[src/rtl/pmem_pkg.sv]
// Shared types for the data-memory port arbiter and its grant logic.
// Holds the FSM states, the requester encoding and the bus widths.
package pmem_pkg;

  localparam int unsigned XLEN  = 32;
  localparam int unsigned MASKW = 8;

  typedef enum logic [1:0] {IDLE, WAIT, ACCESS, RESP} state_e;

  localparam logic OWN_IFU = 1'b0;
  localparam logic OWN_LSU = 1'b1;

  typedef struct packed {
    logic [XLEN-1:0]  addr;
    logic             wen;
    logic [MASKW-1:0] wmask;
    logic [XLEN-1:0]  wdata;
  } req_t;

endpackage

[src/rtl/pmem_grant.sv]
// Two-requester fixed priority (LSU first) with IFU anti-starvation; purely combinational.
// The caller applies starve_nxt only in a cycle where a grant is actually taken.
module pmem_grant
  import pmem_pkg::*;
#(
  parameter int unsigned STARVE_MAX = 4,
  parameter int unsigned SW         = $clog2(STARVE_MAX + 1)
) (
  input  logic          ifu_vld,
  input  logic          lsu_vld,
  input  logic [SW-1:0] starve_cnt,
  output logic [1:0]    gnt,
  output logic [SW-1:0] starve_nxt
);

  localparam logic [SW-1:0] SMAX = SW'(STARVE_MAX);

  logic ifu_starved;

  assign ifu_starved = ifu_vld && (starve_cnt == SMAX);

  always_comb begin
    gnt        = '0;
    starve_nxt = starve_cnt;
    if (lsu_vld && !ifu_starved) begin
      gnt[OWN_LSU] = 1'b1;
      if (!ifu_vld) begin
        starve_nxt = '0;
      end else if (starve_cnt != SMAX) begin
        starve_nxt = starve_cnt + SW'(1);
      end
    end else if (ifu_vld) begin
      gnt[OWN_IFU] = 1'b1;
      starve_nxt   = '0;
    end
  end

endmodule

[src/rtl/pmem_arbiter.sv]
// Shares one combinational-read memory port between IFU and LSU, one transaction at a time.
// Accept to resp_valid is LATENCY+1 cycles; requests are only accepted in IDLE, responses wait for resp_ready.
module pmem_arbiter
  import pmem_pkg::*;
#(
  parameter int unsigned LATENCY    = 1,
  parameter int unsigned STARVE_MAX = 4
) (
  input  logic             clk,
  input  logic             rst_n,
  input  logic             ifu_req_valid,
  output logic             ifu_req_ready,
  input  logic [XLEN-1:0]  ifu_addr,
  output logic             ifu_resp_valid,
  input  logic             ifu_resp_ready,
  output logic [XLEN-1:0]  ifu_rdata,
  input  logic             lsu_req_valid,
  output logic             lsu_req_ready,
  input  logic [XLEN-1:0]  lsu_addr,
  input  logic             lsu_wen,
  input  logic [MASKW-1:0] lsu_wmask,
  input  logic [XLEN-1:0]  lsu_wdata,
  output logic             lsu_resp_valid,
  input  logic             lsu_resp_ready,
  output logic [XLEN-1:0]  lsu_rdata,
  output logic             mem_re,
  output logic             mem_we,
  output logic [XLEN-1:0]  mem_addr,
  output logic [MASKW-1:0] mem_mask,
  output logic [XLEN-1:0]  mem_wdata,
  input  logic [XLEN-1:0]  mem_rdata
);

  localparam int unsigned SW = $clog2(STARVE_MAX + 1);
  localparam int unsigned CW = (LATENCY > 1) ? $clog2(LATENCY) : 1;

  state_e          state_q, state_d;
  logic            owner_q, owner_d;
  req_t            req_q, req_d;
  logic [CW-1:0]   cnt_q, cnt_d;
  logic [SW-1:0]   starve_q, starve_d, starve_nxt;
  logic [XLEN-1:0] ifu_rdata_q, ifu_rdata_d, lsu_rdata_q, lsu_rdata_d;
  logic            ifu_resp_valid_q, ifu_resp_valid_d;
  logic            lsu_resp_valid_q, lsu_resp_valid_d;
  logic            mem_re_q, mem_re_d, mem_we_q, mem_we_d;
  logic [1:0]      gnt;
  logic            idle;

  pmem_grant #(.STARVE_MAX(STARVE_MAX), .SW(SW)) u_grant (
    .ifu_vld    (ifu_req_valid),
    .lsu_vld    (lsu_req_valid),
    .starve_cnt (starve_q),
    .gnt        (gnt),
    .starve_nxt (starve_nxt)
  );

  // Ready is gated by rst_n so nothing looks accepted while reset is held.
  assign idle          = rst_n && (state_q == IDLE);
  assign ifu_req_ready = idle && gnt[OWN_IFU];
  assign lsu_req_ready = idle && gnt[OWN_LSU];

  always_comb begin
    state_d          = state_q;
    owner_d          = owner_q;
    req_d            = req_q;
    cnt_d            = cnt_q;
    starve_d         = starve_q;
    ifu_rdata_d      = ifu_rdata_q;
    lsu_rdata_d      = lsu_rdata_q;
    ifu_resp_valid_d = ifu_resp_valid_q;
    lsu_resp_valid_d = lsu_resp_valid_q;
    mem_re_d         = 1'b0;
    mem_we_d         = 1'b0;
    case (state_q)
      IDLE: begin
        if (ifu_req_ready || lsu_req_ready) begin
          owner_d  = lsu_req_ready ? OWN_LSU : OWN_IFU;
          if (lsu_req_ready) begin
            req_d.addr  = lsu_addr;
            req_d.wen   = lsu_wen;
            req_d.wmask = lsu_wmask;
            req_d.wdata = lsu_wdata;
          end else begin
            req_d.addr  = ifu_addr;
            req_d.wen   = 1'b0;
            req_d.wmask = '0;
            req_d.wdata = '0;
          end
          starve_d = starve_nxt;
          cnt_d    = CW'(LATENCY - 1);
          if (LATENCY > 1) begin
            state_d = WAIT;
          end else begin
            state_d  = ACCESS;
            mem_re_d = !req_d.wen;
            mem_we_d = req_d.wen;
          end
        end
      end
      WAIT: begin
        if (cnt_q == CW'(1)) begin
          state_d  = ACCESS;
          mem_re_d = !req_q.wen;
          mem_we_d = req_q.wen;
        end else begin
          cnt_d = cnt_q - CW'(1);
        end
      end
      ACCESS: begin
        state_d = RESP;
        if (owner_q == OWN_LSU) begin
          lsu_rdata_d      = req_q.wen ? '0 : mem_rdata;
          lsu_resp_valid_d = 1'b1;
        end else begin
          ifu_rdata_d      = mem_rdata;
          ifu_resp_valid_d = 1'b1;
        end
      end
      RESP: begin
        if ((owner_q == OWN_LSU) ? lsu_resp_ready : ifu_resp_ready) begin
          state_d          = IDLE;
          ifu_resp_valid_d = 1'b0;
          lsu_resp_valid_d = 1'b0;
        end
      end
      default: state_d = IDLE;
    endcase
  end

  always_ff @(posedge clk or negedge rst_n) begin
    if (!rst_n) begin
      state_q          <= IDLE;
      owner_q          <= OWN_IFU;
      req_q            <= '0;
      cnt_q            <= '0;
      starve_q         <= '0;
      ifu_rdata_q      <= '0;
      lsu_rdata_q      <= '0;
      ifu_resp_valid_q <= 1'b0;
      lsu_resp_valid_q <= 1'b0;
      mem_re_q         <= 1'b0;
      mem_we_q         <= 1'b0;
    end else begin
      state_q          <= state_d;
      owner_q          <= owner_d;
      req_q            <= req_d;
      cnt_q            <= cnt_d;
      starve_q         <= starve_d;
      ifu_rdata_q      <= ifu_rdata_d;
      lsu_rdata_q      <= lsu_rdata_d;
      ifu_resp_valid_q <= ifu_resp_valid_d;
      lsu_resp_valid_q <= lsu_resp_valid_d;
      mem_re_q         <= mem_re_d;
      mem_we_q         <= mem_we_d;
    end
  end

  assign ifu_resp_valid = ifu_resp_valid_q;
  assign ifu_rdata      = ifu_rdata_q;
  assign lsu_resp_valid = lsu_resp_valid_q;
  assign lsu_rdata      = lsu_rdata_q;
  assign mem_re         = mem_re_q;
  assign mem_we         = mem_we_q;
  assign mem_addr       = req_q.addr;
  assign mem_mask       = req_q.wmask;
  assign mem_wdata      = req_q.wdata;

endmodule

[config.mk]
export PLATFORM = sky130hd
export DESIGN_NAME = pmem_arbiter
export DESIGN_NICKNAME = d
export VERILOG_FILES = /design/src/rtl/pmem_pkg.sv /design/src/rtl/pmem_grant.sv /design/src/rtl/pmem_arbiter.sv
export SDC_FILE = /design/constraint.sdc
export NUM_CORES = 1
export LEC_CHECK = 0
export BUFFER_PORTS_ARGS = -buffer_cell sky130_fd_sc_hd__buf_2
export CAP_MARGIN = 20
export CELL_PAD_IN_SITES_DETAIL_PLACEMENT = 1
export CELL_PAD_IN_SITES_GLOBAL_PLACEMENT = 1
export CORE_ASPECT_RATIO = 1.2
export CORE_MARGIN = 1
export CORE_UTILIZATION = 25
export DETAILED_ROUTE_END_ITERATION = 7
export HOLD_SLACK_MARGIN = 0.03
export PLACE_DENSITY_LB_ADDON = 0.1
export SKIP_LAST_GASP = 1
export SYNTH_ARGS = -nofsm -noshare
export SYNTH_HDL_FRONTEND = slang
export SYNTH_SLANG_ARGS = --single-unit
[constraint.sdc]
create_clock -name clk -period 1.9 [get_ports clk]
set_clock_uncertainty 0.15 [all_clocks]
set_input_delay 0.38 -clock clk [delete_from_list [all_inputs] [get_ports clk]]
set_output_delay 0.38 -clock clk [all_outputs]
set_load 0.1 [all_outputs]
Word level (Yosys, flattened, before mapping) --
Cells that the tools add are included.
Cells by class: muxes and demuxes 31, bitwise operators 1, eq/ne operators 11, reduce and logical (&&, ||, !) cells 21, add/sub/neg operators 2
Operators with widths (number):
- $mux 73 | 3
- $mux 32 | 1
- $mux 1 | 14
- $mux 3 | 4
- $pmux 1 s2 | 5
- $reduce_and 3->1 | 3
- $ne 2x2->1 const B | 4
- $pmux 2 s4 | 1
- $reduce_and 2->1 | 4
- $mux 2 | 3
- $ne 3x3->1 const B | 2
- $reduce_bool 2->1 | 3
- $logic_and 1x1->1 | 5
- $eq 2x2->1 const B | 2
- $reduce_and 4->1 | 1
- $add 3x1->3 const B | 1
- $eq 3x3->1 const B | 1
- $logic_not 1->1 | 3
- $eq 2x1->1 const B | 1
- $logic_not 2->1 | 1
- $ne 2x1->1 const B | 1
- $logic_or 1x1->1 | 1
- $not 1->1 | 1
- $sub 1x1->1 const B | 1
Word-level totals: bits of input ports 143, output and inout bits 142, word-level logic and storage cells 80, flip-flop bits (word level) 148

Depth between registers and ports, before layout --
Gate-level depths: netlist of the first run.
depth in word-level cells 12, mapped depth 7

Modules after synthesis --
From an unflattened synthesis of the first run, not the netlist that was laid out.
Second synthesis, totals: cell total of the unflattened synthesis 535, area, all modules 6770.2 um^2
By module, submodules not included:
- pmem_arbiter | cells an instance 515, sequential area each 3703.6 um^2, area an instance 6650.1 um^2, instances 1
- pmem_grant | cells an instance 20, sequential area each 0.0 um^2, area an instance 120.1 um^2, instances 1

Worst setup path before layout of the first run --
Ideal clock, no wire load.
path type register to output, from register state_q[1], to output ifu_req_ready, stages on the path, launching flop included 6, arrival time 1.762 ns, slack -0.392 ns, data required time 1.370 ns, cell sequence dfrtp_1 clkbuf_1 nand4bb_1 a21o_1 clkbuf_1 inv_1
Between the ends: cells in the longest elaborated chain, start to end 3
Ends and longest elaborated chain:
- start: declaration | RTL line pmem_arbiter.sv:37 | state_e state_q, state_d;
- start signal: assignment | RTL line pmem_arbiter.sv:144 | state_q <= state_d;
- $logic_not 2->1 | RTL line pmem_arbiter.sv:58 | assign idle = rst_n && (state_q == IDLE);
- $logic_and 1x1->1 | RTL line pmem_arbiter.sv:58
- $logic_and 1x1->1 | RTL line pmem_arbiter.sv:59 | assign ifu_req_ready = idle && gnt[OWN_IFU];
- end: declaration | RTL line pmem_arbiter.sv:12 | output logic ifu_req_ready,
No other way between the ends.

Worst setup path after layout of the first run --
from register starve_q[1], to output lsu_req_ready
Between the ends: cells in the longest elaborated chain, start to end 6
Ends and longest elaborated chain:
- start: declaration | RTL line pmem_arbiter.sv:41 | logic [SW-1:0] starve_q, starve_d, starve_nxt;
- start signal: assignment | RTL line pmem_arbiter.sv:148 | starve_q <= starve_d;
- $eq 3x3->1 | RTL line pmem_grant.sv:20 | assign ifu_starved = ifu_vld && (starve_cnt == SMAX);
- $logic_and 1x1->1 | RTL line pmem_grant.sv:20
- $logic_not 1->1 | RTL line pmem_grant.sv:25 | if (lsu_vld && !ifu_starved) begin
- $logic_and 1x1->1 | RTL line pmem_grant.sv:25
- $mux 1 | RTL line pmem_grant.sv:25
- $logic_and 1x1->1 | RTL line pmem_arbiter.sv:60 | assign lsu_req_ready = idle && gnt[OWN_LSU];
- end: declaration | RTL line pmem_arbiter.sv:18 | output logic lsu_req_ready,
No other way between the ends.

==> results of run 1 <==
==> routing by layer <==
layer  up-vias  wire [microns]  GRT usage [%]
met2       199            9970          24.98
met1      2534            8430          19.06
met4         2             348          4.974
li1       2357               -              -
met3        23            1573          4.555
met5         -              13              0
==> worst min path at each step <==
stage,start,to,slack (ns)
after floorplan,rst_n,cnt_q,-0.07
after global placement,rst_n,owner_q,0.03
after detailed placement,rst_n,owner_q,0.03
after CTS,lsu_wdata[1],mem_wdata[1],0.03
after global routing,lsu_wmask[2],mem_mask[2],0.03
final,lsu_wdata[24],mem_wdata[24],0.05
==> state kept, by name, summed over array words and instances, names as in the netlist <==
signal / count
mem_we: 1
ifu_rdata: 32
req_q: 1
state_q: 2
mem_wdata: 32
cnt_q: 1
lsu_resp_valid: 1
starve_q: 3
mem_re: 1
lsu_rdata: 32
mem_mask: 8
ifu_resp_valid: 1
owner_q: 1
mem_addr: 32
==> cell usage after synthesis, types with 2 or more instances <==
cell type	n
a22o_1	42
buf_2	6
o22ai_1	2
a21oi_1	2
inv_1	5
buf_1	3
clkbuf_1	23
o21bai_1	32
nor2_1	2
ha_1	2
and3_1	2
a32o_1	3
nand2_1	36
nor2b_1	2
nand2b_1	36
buf_6	5
a21o_1	2
dfrtp_1	148
mux2_1	5
o21ai_0	34
mux2_2	27
buf_4	72
o2bb2ai_1	2
o221a_2	32
==> cell usage in the layout (no fill, tap or decap), types with 2 or more instances in the layout <==
cell type / netlist / final
a22o_1: 42 / 42
clkbuf_16: 0 / 20
clkinvlp_4: 0 / 5
nand2_1: 36 / 35
mux2_1: 5 / 5
inv_6: 0 / 6
o22ai_1: 2 / 2
a21oi_1: 2 / 2
dlygate4sd3_1: 0 / 26
nand2b_1: 36 / 36
nor2b_1: 2 / 2
o2bb2ai_1: 2 / 2
o221a_2: 32 / 32
buf_6: 5 / 4
inv_2: 1 / 4
a21o_1: 2 / 2
buf_4: 72 / 25
a32o_1: 3 / 3
mux2_2: 27 / 27
o21bai_1: 32 / 32
dfrtp_1: 148 / 148
clkinv_4: 0 / 2
buf_2: 6 / 281
buf_12: 0 / 6
o21ai_0: 34 / 34
==> metrics by stage <==
step                utilization, %  hold WS [ns]  cells  setup TNS, ns  setup slack (ns)
floorplan                        -      -0.06559    535       -0.06476          -0.06476
global placement             30.87       0.03004   1063              0           0.04653
detailed placement           30.87       0.03029   1063              0           0.01761
CTS                          34.40       0.03017   1127         -7.550           -0.2293
global route                 34.89       0.03072   1133        -0.7303           -0.2837
finish                       34.90       0.05300   1134        -0.3549           -0.1802
==> repair_timing <==
item                                    4_1_cts  5_1_grt
endpoints found under the setup margin        2      113
gates cloned                                  0        4
endpoints found under the hold margin       104        0
gates resized for setup                       6        9
pin swaps                                     3        1
setup buffers                                 6        3
hold buffers                                 26        0
==> cells by family after synthesis <==
group	synth area share [%]
fa+ha+maj	0.3835
buf+inv	11.45
mux	5.677
simple gates	6.713
compound gates	19.01
flops	56.77
==> critical path, cell delays in order, from the launching register on <==
cell,delay [ns]
dfrtp_1,0.38
inv_2,0.06
ha_4,0.16
nand3_2,0.07
nand4_1,0.14
inv_2,0.14
buf_12,0.18
==> layout make-up <==
class                      count  area share [%]
antenna                        1         0.02807
clock buffer                  19           4.968
clock inverter                13           1.305
timing repair buffer         345           23.49
tap                          330           4.631
sequential                   148           41.54
multi-input combinational    272           23.74
inverter                       6          0.2947
==> results.md, run 1 <==
- Critical Path AT: roughly 1.6 ns
- Fillers: about 2,900
- Register Area: around 3700 sq um
- Final Worst Setup Slack: -0.1802 ns
- Crit. End Element: primary output
- Tightest Pin Transition: between 0.5 and 0.6 ns
- Synthesized area per cell: 12.19 sq um
- Yosys reg bits: roughly 150
- Global-route usage over all layers: between 10% and 20%
- Drt initial violations: around 170
- I/O Pins: roughly 290
- Clock root buffer: clkbuf_16
- Die span in y: 179.0 microns
- Placer Congestion: about 0.73
- Violated checks: negative setup slack
- Vias/cell: 4.511
- Row count: 64
- Final setup violation count: 2
- RSZ-0062 raised after global routing: true
- Port Buf Inserts: between 200 and 300
- Final Hold Fails: 0
- Post-Syn Area: between 6000 and 7000 sq um
- Multi-input gate area: ~2100 sq um
- WHS Path Cells: 2
- Nets: 935
- FFs w/ async S/R, synth: 100.0%
- Synth area leaders: dfrtp_1 57%, buf_4 8.3%, a22o_1 5.6%, o221a_2 5.5%, mux2_2 4.7%
- R2R Path Start: state_q[1]
- Routed WL: between 20,000 and 25,000 microns
- DP Wirelength: between 10,000 and 15,000 microns
- Synth Warn #: 0
- Area growth, synth to finish: 36.67%
- Sequential area share after synthesis: between 50% and 60%
- Max Cap Violations: 0
- CP required: 1.37 ns
- Die width: around 150 microns
- CTS tree: yes
- Worst Reg-to-Reg Cells: 6
- Finished Cell Area: between 8000 and 9000 sq um
- Netlist cell types: 34
- Share of layout cells above drive strength 1: between 50% and 60%
- Fmax: between 400 and 500 MHz
- Post-synth top area share: approximately 57%
- Primary FF master, synth: dfrtp_1
- Internal reg-to-reg setup slack: ~0.050 ns
- Area leader, netlist: dfrtp_1
- Mapped Cells: between 500 and 600
- Reg-to-Reg End: mem_addr[5]
- Startpoint Class: flop
- Number of global-route vias before repair: 5,709
- CTS sink cnt: about 150
- GRT overflow: 0
- Fin crit share: 109.5%
- Hold crit path type: in2reg
- Syn Nets: 680
- DRC Markers: 0
- TritonCTS buffer count: 17
- Number of synthesized flops with an enable pin: 0
- Worst setup path endpoint: lsu_req_ready
- Max Fanout on Critical Path: 3
- Final min period: roughly 2.1 ns
- CTS clk-pin slew, worst paths: about 0.060 ns
- Max clock buf depth: 2
- Drt pass-1 iters: 4
- Slew margin rel.: 65.01%
- Clk Latency, worst-skew pair: between 0.4 and 0.5 ns
- Final slew viol count: 0
- Htree depth: 4
- Vias: roughly 5,000
- Status: finished, violations left
- Largest net degree at the start of global routing: 65
- Initial antenna violation count: 2
- Routed Antenna Nets: 0
- Setup crit start: starve_q[1]
- Wire length per cell: about 18 microns
- DIE AREA: around 27,000 sq um
- First-pass GRT wire length: 31,550 microns
- Crit path kind: reg2out
- DP Area: approximately 7900 sq um
- Initial Utilization: between 20% and 30%
- Core box area: ~26,000 sq um
Power of run 1 is left out: the tool's default activity adds up to more than one toggle a clock period on the data nets, which glitch-free logic cannot reach.
==> inputs of run 2 (changes only) <==
--- a/config.mk
+++ b/config.mk
@@ -15,6 +15,7 @@
 export DETAILED_ROUTE_END_ITERATION = 7
 export HOLD_SLACK_MARGIN = 0.03
 export PLACE_DENSITY_LB_ADDON = 0.1
+export SETUP_SLACK_MARGIN = 0.2
 export SKIP_LAST_GASP = 1
 export SYNTH_ARGS = -nofsm -noshare
 export SYNTH_HDL_FRONTEND = slang
==> results.md, run 2 (same netlist as run 1, synthesis figures left out) <==
- Final Worst Setup Slack: -0.2564 ns
- Final slew viol count: 0
- CTS sink cnt: 148
- Vias/cell: about 4.6
- Slew margin rel.: between 30% and 40%
- Routed WL: 23,090 microns
- Htree depth: 4
- Max Fanout on Critical Path: 5
- Final Core Density: between 40% and 50%
- Initial antenna violation count: 3
- Fin crit share: 113.5%
- CTS clk-pin slew, worst paths: ~0.07 ns
- Worst Reg-to-Reg Cells: 7
- Initial Utilization: around 26%
- TritonCTS buffer count: 17
- First-pass GRT wire length: 33,520 microns
- DRC Markers: 0
- GRT overflow: 0
- Final Hold Fails: 0
- Placed Cells: 1,057
- Hold crit path type: in2reg
- Die width: approximately 150 microns
- CP required: about 1.4 ns
- Routed Antenna Nets: 0
- Startpoint Class: flop
- Tightest Pin Transition: ~0.94 ns
- Number of global-route vias before repair: about 6,000
- Row count: 64
- Clock root buffer: clkbuf_16
- Drt pass-1 iters: 4
- Final cell count without fillers: about 1,200
- Crit. End Element: primary output
- Multi-input gate area: 2721 sq um
- Internal reg-to-reg setup slack: -0.18 ns
- Max Cap Violations: 0
- CTS tree: yes
- Clk Latency, worst-skew pair: approximately 0.42 ns
- Nets: between 900 and 1,000
- Register Area: ~3700 sq um
- Global-route usage over all layers: ~17%
- DP Wirelength: ~13,000 microns
- I/O Pins: 285
- DP Area: about 7900 sq um
- Wire length per cell: 19.54 microns
- Final min period: roughly 2.2 ns
- Commonest non-fill, non-tap cell in the layout: buf_4
- Finished Cell Area: 10,760 sq um
- Commonest cells after routing, fill and taps aside: 157 x buf_4, 148 x dfrtp_1, 141 x buf_2
- WHS Path Cells: 2
- Final setup violation count: 50
- RSZ-0062 raised after global routing: true
- Max clock buf depth: 2
- Port Buf Inserts: around 280
- Critical Path AT: around 1.6 ns
- Largest net degree at the start of global routing: 141
- Placer Congestion: 0.7173
- Violated checks: negative setup slack
- Die span in y: around 180 microns
- Status: finished, violations left
- Crit path kind: reg2out
- Fillers: about 2,700
- Vias: 5,385
- DIE AREA: 26,750 sq um
- Core box area: about 26,000 sq um
- Share of layout cells above drive strength 1: 57.11%
- Area growth, synth to finish: 64.98%
- Fmax: about 460 MHz
- Worst slack, placed: -0.002442 ns
- Drt initial violations: between 100 and 150
run 2: changes by cell type in the layout (fill, tap and decap cells not counted), moves of 9 or more:
cell and change:
o221a_4 +32, buf_2 -140, o221a_2 -32, o21bai_4 +21, buf_4 +132, buf_12 +9
buf_6 +19, mux2_2 -17, o21bai_1 -21, dlygate4sd3_1 +11, buf_16 +12, mux2_4 +22
run 2: worst paths after layout:
kind                                  to          start
max                        ifu_req_ready     state_q[0]
min                        mem_wdata[18]  lsu_wdata[18]
max reg2reg                 mem_wdata[8]     state_q[0]
min reg2reg                 lsu_rdata[2]   lsu_rdata[2]
max in group asynchronous        owner_q          rst_n
min in group asynchronous     state_q[1]          rst_n
run 2: what timing repair did:
action                                  in CTS  in global routing
endpoints found under the hold margin      142                  0
cloned                                      12                  5
hold buffers                                37                  0
endpoints found under the setup margin     240                145
resized for setup                          172                113
buffers inserted                            25                 13
pin swaps                                    8                 18
run 2: final cells by class:
type	count	area share (%)
clock buffer	18	3.987
inverter	6	0.2674
sequential	148	34.41
tap	330	3.836
antenna	1	0.02325
timing repair buffer	393	30.61
clock inverter	14	1.581
multi-input combinational	272	25.28
run 2: routing by layer:
layer	routed length (microns)	track usage, %	up-vias
met1	9352	19.61	2688
li1	-	-	2466
met4	395	5.995	4
met5	28	0	-
met2	11860	28.78	199
met3	1457	4.198	28
run 2: stage by stage:
step	setup TNS [ns]	hold slack [ns]
after floorplan	-0.03665	-0.06559
after global routing	-8.691	0.03008
final	-6.226	0.04375
after global placement	0	0.1783
after detailed placement	-0.004069	0.1840
after CTS	-4.512	0.03010
run 2: critical path, cell delays in order, from the launching register on:
cell and delay [ns]:
dfrtp_1 0.39, buf_6 0.14, nand4bb_1 0.20, a21o_1 0.21, clkinvlp_4 0.09, buf_12 0.17
Power of run 2 is left out for the same reason.
